File: src/rtl/wallace_pkg.sv
// Shared sizing for the 32x32 Wallace multiplier and its final carry-propagate adder.
package wallace_pkg;
    localparam int MUL_N     = 32;
    localparam int PROD_W    = 2 * MUL_N;
    localparam int CPA_CHUNK = 16;
endpackage

File: src/rtl/cpa_chunk.sv
// N-bit ripple-carry slice of the final adder, chained from fulladder cells.
// Latency: combinational.
// Backpressure: none, pure logic.
module cpa_chunk
    import wallace_pkg::*;
#(
    parameter int N = CPA_CHUNK
) (
    input  logic [N-1:0] a,
    input  logic [N-1:0] b,
    input  logic         cin,
    output logic [N-1:0] sum,
    output logic         cout
);
    logic [N:0] c;

    assign c[0] = cin;

    for (genvar i = 0; i < N; i++) begin : g_bit
        fulladder u_fa (
            .a    (a[i]),
            .b    (b[i]),
            .cin  (c[i]),
            .sum  (sum[i]),
            .cout (c[i+1])
        );
    end

    assign cout = c[N];
endmodule

File: src/rtl/fulladder.sv
// One-bit full adder cell used by the compression tree and the final adder.
// Latency: combinational.
// Backpressure: none, pure logic.
module fulladder (
    input  logic a,
    input  logic b,
    input  logic cin,
    output logic sum,
    output logic cout
);
    assign sum  = a ^ b ^ cin;
    assign cout = (a & b) | (cin & (a ^ b));
endmodule

File: src/rtl/wallace_final_cpa.sv
// Final carry-propagate add of the Wallace sum/carry rows, one CHUNK-bit slice per stage.
// Latency: W/CHUNK cycles from input handshake to out_valid, one pair per cycle throughput.
// Backpressure: per-stage valid chain; a full stage stalls only when everything below it is full.
module wallace_final_cpa
    import wallace_pkg::*;
#(
    parameter int W     = PROD_W,
    parameter int CHUNK = CPA_CHUNK
) (
    input  logic         clk,
    input  logic         rst_n,
    input  logic         in_valid,
    output logic         in_ready,
    input  logic [W-1:0] sum_row,
    input  logic [W-1:0] carry_row,
    output logic         out_valid,
    input  logic         out_ready,
    output logic [W-1:0] product,
    output logic         cout
);
    localparam int STAGES = W / CHUNK;

    logic [STAGES-1:0] v_vec;
    logic [STAGES-1:0] adv;
    logic              all_full;

    // A stage may load when it is empty or some stage at/after it can drain.
    always_comb begin
        all_full = 1'b1;
        adv      = '0;
        for (int k = STAGES - 1; k >= 0; k--) begin
            all_full = all_full & v_vec[k];
            adv[k]   = out_ready | ~all_full;
        end
    end

    assign in_ready = adv[0];

    for (genvar k = 0; k < STAGES; k++) begin : g_stage
        localparam int LO = k * CHUNK;
        localparam int RW = W - LO;

        logic [W-1:0]     s_in;
        logic [W-1:0]     s_nxt;
        logic [W-1:0]     s_q;
        logic [RW-1:0]    c_in;
        logic             cin;
        logic             v_in;
        logic             v_q;
        logic             cy_q;
        logic [CHUNK-1:0] add_sum;
        logic             add_co;

        if (k == 0) begin : g_src
            assign s_in = sum_row;
            assign c_in = carry_row;
            assign cin  = 1'b0;
            assign v_in = in_valid;
        end else begin : g_src
            assign s_in = g_stage[k-1].s_q;
            assign c_in = g_stage[k-1].g_hold.c_q;
            assign cin  = g_stage[k-1].cy_q;
            assign v_in = g_stage[k-1].v_q;
        end

        cpa_chunk #(.N(CHUNK)) u_chunk (
            .a    (s_in[LO +: CHUNK]),
            .b    (c_in[CHUNK-1:0]),
            .cin  (cin),
            .sum  (add_sum),
            .cout (add_co)
        );

        // s_q carries finished low slices plus not-yet-added upper sum slices.
        always_comb begin
            s_nxt              = s_in;
            s_nxt[LO +: CHUNK] = add_sum;
        end

        always_ff @(posedge clk or negedge rst_n) begin
            if (!rst_n) begin
                v_q  <= 1'b0;
                s_q  <= '0;
                cy_q <= 1'b0;
            end else if (adv[k]) begin
                v_q <= v_in;
                if (v_in) begin
                    s_q  <= s_nxt;
                    cy_q <= add_co;
                end
            end
        end

        // Only the carry-row slices still to be added travel down the pipe.
        if (k < STAGES - 1) begin : g_hold
            logic [RW-CHUNK-1:0] c_q;

            always_ff @(posedge clk or negedge rst_n) begin
                if (!rst_n) begin
                    c_q <= '0;
                end else if (adv[k] && v_in) begin
                    c_q <= c_in[RW-1:CHUNK];
                end
            end
        end

        assign v_vec[k] = v_q;
    end

    assign out_valid = g_stage[STAGES-1].v_q;
    assign product   = g_stage[STAGES-1].s_q;
    assign cout      = g_stage[STAGES-1].cy_q;
endmodule
File: config.mk
export PLATFORM = sky130hd
export DESIGN_NAME = wallace_final_cpa
export DESIGN_NICKNAME = d
export VERILOG_FILES = /design/src/rtl/wallace_pkg.sv /design/src/rtl/cpa_chunk.sv /design/src/rtl/fulladder.sv /design/src/rtl/wallace_final_cpa.sv
export SDC_FILE = /design/constraint.sdc
export NUM_CORES = 1
export LEC_CHECK = 0
export CAP_MARGIN = 15
export CORE_ASPECT_RATIO = 0.7
export CORE_MARGIN = 2
export CORE_UTILIZATION = 59
export DETAILED_ROUTE_END_ITERATION = 8
export PLACE_DENSITY = 0.85
export SLEW_MARGIN = 10
export SYNTH_ARGS = -nofsm -noshare
export SYNTH_HDL_FRONTEND = slang
export SYNTH_SLANG_ARGS = --single-unit
File: constraint.sdc
create_clock -name clk -period 21.5 [get_ports clk]
set_input_delay 5.375 -clock clk [delete_from_list [all_inputs] [get_ports clk]]
set_output_delay 5.375 -clock clk [all_outputs]
set_load 0.02 [all_outputs]
Yosys cells after proc, flatten, opt, wreduce, memory -nomap -nowiden
Index checks and enable logic that the tools add are counted.
{"block": "totals", "ff_bits": 360, "in_bits": 132, "output_inout_bits": 67, "elab_cells": 350}
{"block": "classes", "bitwise_logic": 328, "reduce_logical": 7}
{"op": "AND 1 bit", "n": 130}
{"op": "XOR 1 bit", "n": 127}
{"op": "bitwise OR 1 bit", "n": 67}
{"op": "AND reduction 2 bit", "n": 4}
{"op": "inverter 1 bit", "n": 4}
{"op": "logical AND 1 bit", "n": 3}

Logic depth before layout (Yosys ltp)
{"block": "depth", "word_depth": 33, "depth_mapped": 20, "ltp_nobuf": 20}

By module
A second synthesis with hierarchy kept.
{"block": "hier_totals", "cells_unflattened": 831, "area_unflattened_um2": 14924.3}
{"module": "wallace_final_cpa", "instances": 1, "cells_each": 767, "area_each_um2": 13643.1, "seq_area_each_um2": 9008.6}
{"module": "fulladder", "instances": 64, "cells_each": 1, "area_each_um2": 20.0, "seq_area_each_um2": 0.0}

Least setup slack after synthesis
Ideal clock, no wire load.
{"block": "synth_path", "kind": "input port to flip-flop", "startpoint": "input port sum_row[0]", "endpoint": "register g_stage[0].s_q[15]", "setup_time_ps": 79, "arrival_ps": 11262, "required_time_ps": 21421, "slack_ps": 10158, "cell_stages": 20, "n_path_buf": 0, "path_cell_list": "ha_1 fa_1 fa_1 fa_1 fa_1 fa_1 fa_1 fa_1 fa_1 inv_1 fa_1 inv_1 fa_1 fa_1 fa_1 fa_1 fa_1 inv_1 fa_1 mux2i_1"}
{"block": "synth_via", "elab_chain_len": 30}
{"item": "start: declaration", "line": "wallace_final_cpa.sv:14", "source": "input logic [W-1:0] sum_row,"}
{"item": "AND 1 bit (2 in series)", "line": "fulladder.sv:12", "source": "assign cout = (a & b) | (cin & (a ^ b));"}
{"item": "bitwise OR 1 bit", "line": "fulladder.sv:12"}
{"item": "AND 1 bit", "line": "fulladder.sv:12"}
{"item": "bitwise OR 1 bit", "line": "fulladder.sv:12"}
{"item": "AND 1 bit", "line": "fulladder.sv:12"}
{"item": "bitwise OR 1 bit", "line": "fulladder.sv:12"}
{"item": "AND 1 bit", "line": "fulladder.sv:12"}
{"item": "bitwise OR 1 bit", "line": "fulladder.sv:12"}
{"item": "(+13 left out)"}
{"item": "bitwise OR 1 bit", "line": "fulladder.sv:12"}
{"item": "AND 1 bit", "line": "fulladder.sv:12"}
{"item": "bitwise OR 1 bit", "line": "fulladder.sv:12"}
{"item": "AND 1 bit", "line": "fulladder.sv:12"}
{"item": "bitwise OR 1 bit", "line": "fulladder.sv:12"}
{"item": "AND 1 bit", "line": "fulladder.sv:12"}
{"item": "bitwise OR 1 bit", "line": "fulladder.sv:12"}
{"item": "XOR 1 bit", "line": "fulladder.sv:11", "source": "assign sum = a ^ b ^ cin;"}
{"item": "end signal: assignment", "line": "wallace_final_cpa.sv:88", "source": "s_q <= s_nxt;"}
{"item": "end: declaration", "line": "wallace_final_cpa.sv:45", "source": "logic [W-1:0] s_q;"}
Every way passes these cells.
A chain may end at the register's enable or synchronous reset.

Final worst setup path
{"block": "layout_path", "startpoint": "input port out_ready", "endpoint": "output port in_ready"}
{"block": "layout_via", "elab_chain_len": 1}
{"item": "start: declaration", "line": "wallace_final_cpa.sv:17", "source": "input logic out_ready,"}
{"item": "bitwise OR 1 bit", "line": "wallace_final_cpa.sv:33", "source": "adv[k] = out_ready | ~all_full;"}
{"item": "end: declaration", "line": "wallace_final_cpa.sv:13", "source": "output logic in_ready,"}
Every way passes these cells.

==> results.yml <==
routing:
  dr.pass1.iters: 4
  vias: 7682
  postRouteAntennaNets: 0
  drtIter0Drc: 314
  routedWlPerCell_um: 19.5
  wl_um: 28000
  drcViolationCount: 0
  viasPerCell: 5.36
worst_setup_path:
  crit_type: "input pin to primary output"
  worstPathCellList: "clkdlybuf4s50_1 -> and4b_4 -> nand2_1 -> clkdlybuf4s50_1"
  crit_buf_inv: 2
  endpoint_kind: "primary output"
  cp_top_family: "buffers and inverters"
  cp_max_fo: 5
  r2r_start: "g_stage[0].cy_q"
  arrival_ns: 6.90
  crit_path_frequent_cell: "clkdlybuf4s50_1"
  startpoint_type: "input pin"
  slowest_delay_ns: 0.60
  cp.required_ns: 16.12
  crit_slowest_cell: "clkdlybuf4s50_1"
  startpoint: "out_ready"
placed_design:
  place_ws_ns: 9.24
  place_area_sq_um: 17200
  numPortBuffers: 198
  dp.cells: 1372
  gp_congestion: 0.757
  dp_hpwl_um: 18400
finish:
  area_delta_synth_final_pct: 22.0
  nFillCells: 1520
  fin_area_sq_um: 18400
  final_cells: 1434
  final_net_count: 1280
  drive_gt1_share_pct: 37.2
  utilization_pct: 74.0
grt:
  overflow: 0
  grtUsageTotal_pct: 22.1
  grt_pass1_wl_um: 46300
  grt_max_degree: 91
  grt_pass1_vias: 8570
  antenna_found_initial: 0
synthesis:
  synth_seq_area_share_pct: 59.6
  ys_ff_latch: 360
  synthCells: 880
  yosysTopAreaCell: "dfrtp_1"
  synthesis.area_per_instance_sq_um: 17.2
  synth_cell_types: 22
  yosysTopAreaCellShare_pct: 59.6
  syn_area_sq_um: 15100
  synth.area.top_cells: "dfrtp_1, mux2_2, fa_1"
  syn-num-nets: 1076
  synth_warnings: 0
cts:
  cts-root-buf: "clkbuf_16"
  htree_levels: 2
  clkLatencyLatePin_ns: 0.51
  cts_buffers: 35
  cts_buffer_depth: 3
  cts_sinks: 360
  ctsHoldBuffers: 0
  cts_post_setup_buffers_inserted: 0
  path_clk_slew_ns: 0.06
  cts_resized: 0
  cts_tree: "built"
floorplanning:
  rows: 48
  die_area_sq_um: 26900
  fp.dieH_um: 138
  initial_utilization_pct: 60.6
  die_w_um: 195
  core_area_sq_um: 24900
  ios: 199
power_and_ir_drop:
  vdd_drop_max_v: 0.0000792
  p_per_area_nw_per_um2: 131
  p_leak_nw: 7.99
  p_total_mw: 2.42
flow_run:
  maxCapViolCount: 0
sta:
  slew_headroom_pct: 22.5
  whs_ns: 0.496
  finalCritPeriodShare_pct: 57.1
  setup_viol_count_final: 0
  tightestPinTransition_ns: 1.16
  max_freq_mhz: 81.5
  finClkSkew_ns: 0.0140
  hold_violations: 0
  finalWorstSetupSlack_ns: 9.23
  slew_violations: 0
  rsz0062_at_grt: "false"
  setup_tns_ns: 0
  timing.final.crit_period_ns: 12.27
hold_path:
  min_from: "g_stage[2].s_q[31]"
  min_path_type: "flop to flop"
run_status:
  status: "finished clean"
## cell families after synthesis
logic type / after synthesis / share of synthesized area, %
DFF: 360 / 59.6
muxes: 343 / 27.3
AOI/OAI and AO/OA: 23 / 0.853
adders and majority gates: 64 / 8.43
buffers and inverters: 72 / 3.12
and+or+nand+nor: 18 / 0.728
## flip-flops by register name (all words and copies together) (netlist names)
register            flops
g_stage.s_q           192
g_stage.g_hold.c_q     96
product                64
g_stage.cy_q            3
g_stage.v_q             3
cout                    1
out_valid               1
## layout make-up
cell class,count,area [sq um],share of cell area (%)
timing repair buffer,207,2050,11.1
antenna,1,2.50,0.0136
sequential,360,9010,48.9
tap,325,407,2.21
inverter,32,120,0.652
multi-input combinational,448,5650,30.6
clock inverter,7,95.1,0.516
clock buffer,54,1100,5.97
## path summary, 6_finish.rpt
check                           depth (start not counted)  slack, ns            endpoint
worst max-delay path                                    4       9.23            in_ready
worst min-delay path                                    1       0.50         product[31]
worst max register to register                         20      13.47  g_stage[1].s_q[31]
worst min register to register                          1       0.50         product[31]
max in group asynchronous                               3      14.42  g_stage[2].s_q[41]
min in group asynchronous                               1       4.86          product[7]
## metal layers
metal	track usage [%]	vias up	routed length (um)
li1	-	3439	-
met2	35.4	184	13100
met5	0	-	0
met4	4.79	0	394
met3	4.91	40	1640
met1	31.6	4019	12900
## worst reg2reg max path, stage by stage (launching register included)
cell	delay (ns)
dfrtp_1	0.40
fa_1	0.45
fa_1	0.48
fa_1	0.49
fa_1	0.48
fa_1	0.49
fa_1	0.47
fa_1	0.47
fa_1	0.46
fa_1	0.43
inv_1	0.09
fa_1	0.18
inv_1	0.06
fa_1	0.44
fa_1	0.47
fa_1	0.46
fa_1	0.46
fa_1	0.48
inv_1	0.10
fa_1	0.40
o21ai_0	0.16
## placed cells by master (no fill, tap or decap)
cell,n
nand2b_1,4
mux2_2,270
nand3b_2,1
and4b_4,1
mux2_4,70
clkinv_2,2
inv_1,32
nand3_1,4
diode_2,1
a21oi_1,12
nand4b_1,1
clkdlybuf4s50_1,197
clkbuf_1,6
mux2i_1,3
ha_1,1
nand2_2,2
dfrtp_1,360
clkbuf_16,37
and2_2,1
buf_4,9
and2_1,1
buf_8,1
a21boi_4,1
o21ai_0,10
clkinv_4,2
bufinv_16,2
clkinvlp_4,1
nand2_1,2
fa_1,63
clkbuf_8,11
nand2_4,1
## synthesized netlist by cell type, drive strengths merged
master  instances
a21boi          1
a21oi          12
and2            2
and4b           1
buf            39
clkbuf          1
dfrtp         360
fa             63
ha              1
inv            32
mux2          340
mux2i           3
nand2           5
nand2b          4
nand3           4
nand3b          1
nand4b          1
o21ai          10
## power breakdown
group	internal, mW	switching, mW
registers	0.918	0.142
logic	0.425	0.313
clock network	0.376	0.249
total	1.72	0.704
(Power assumes the default switching activity.)
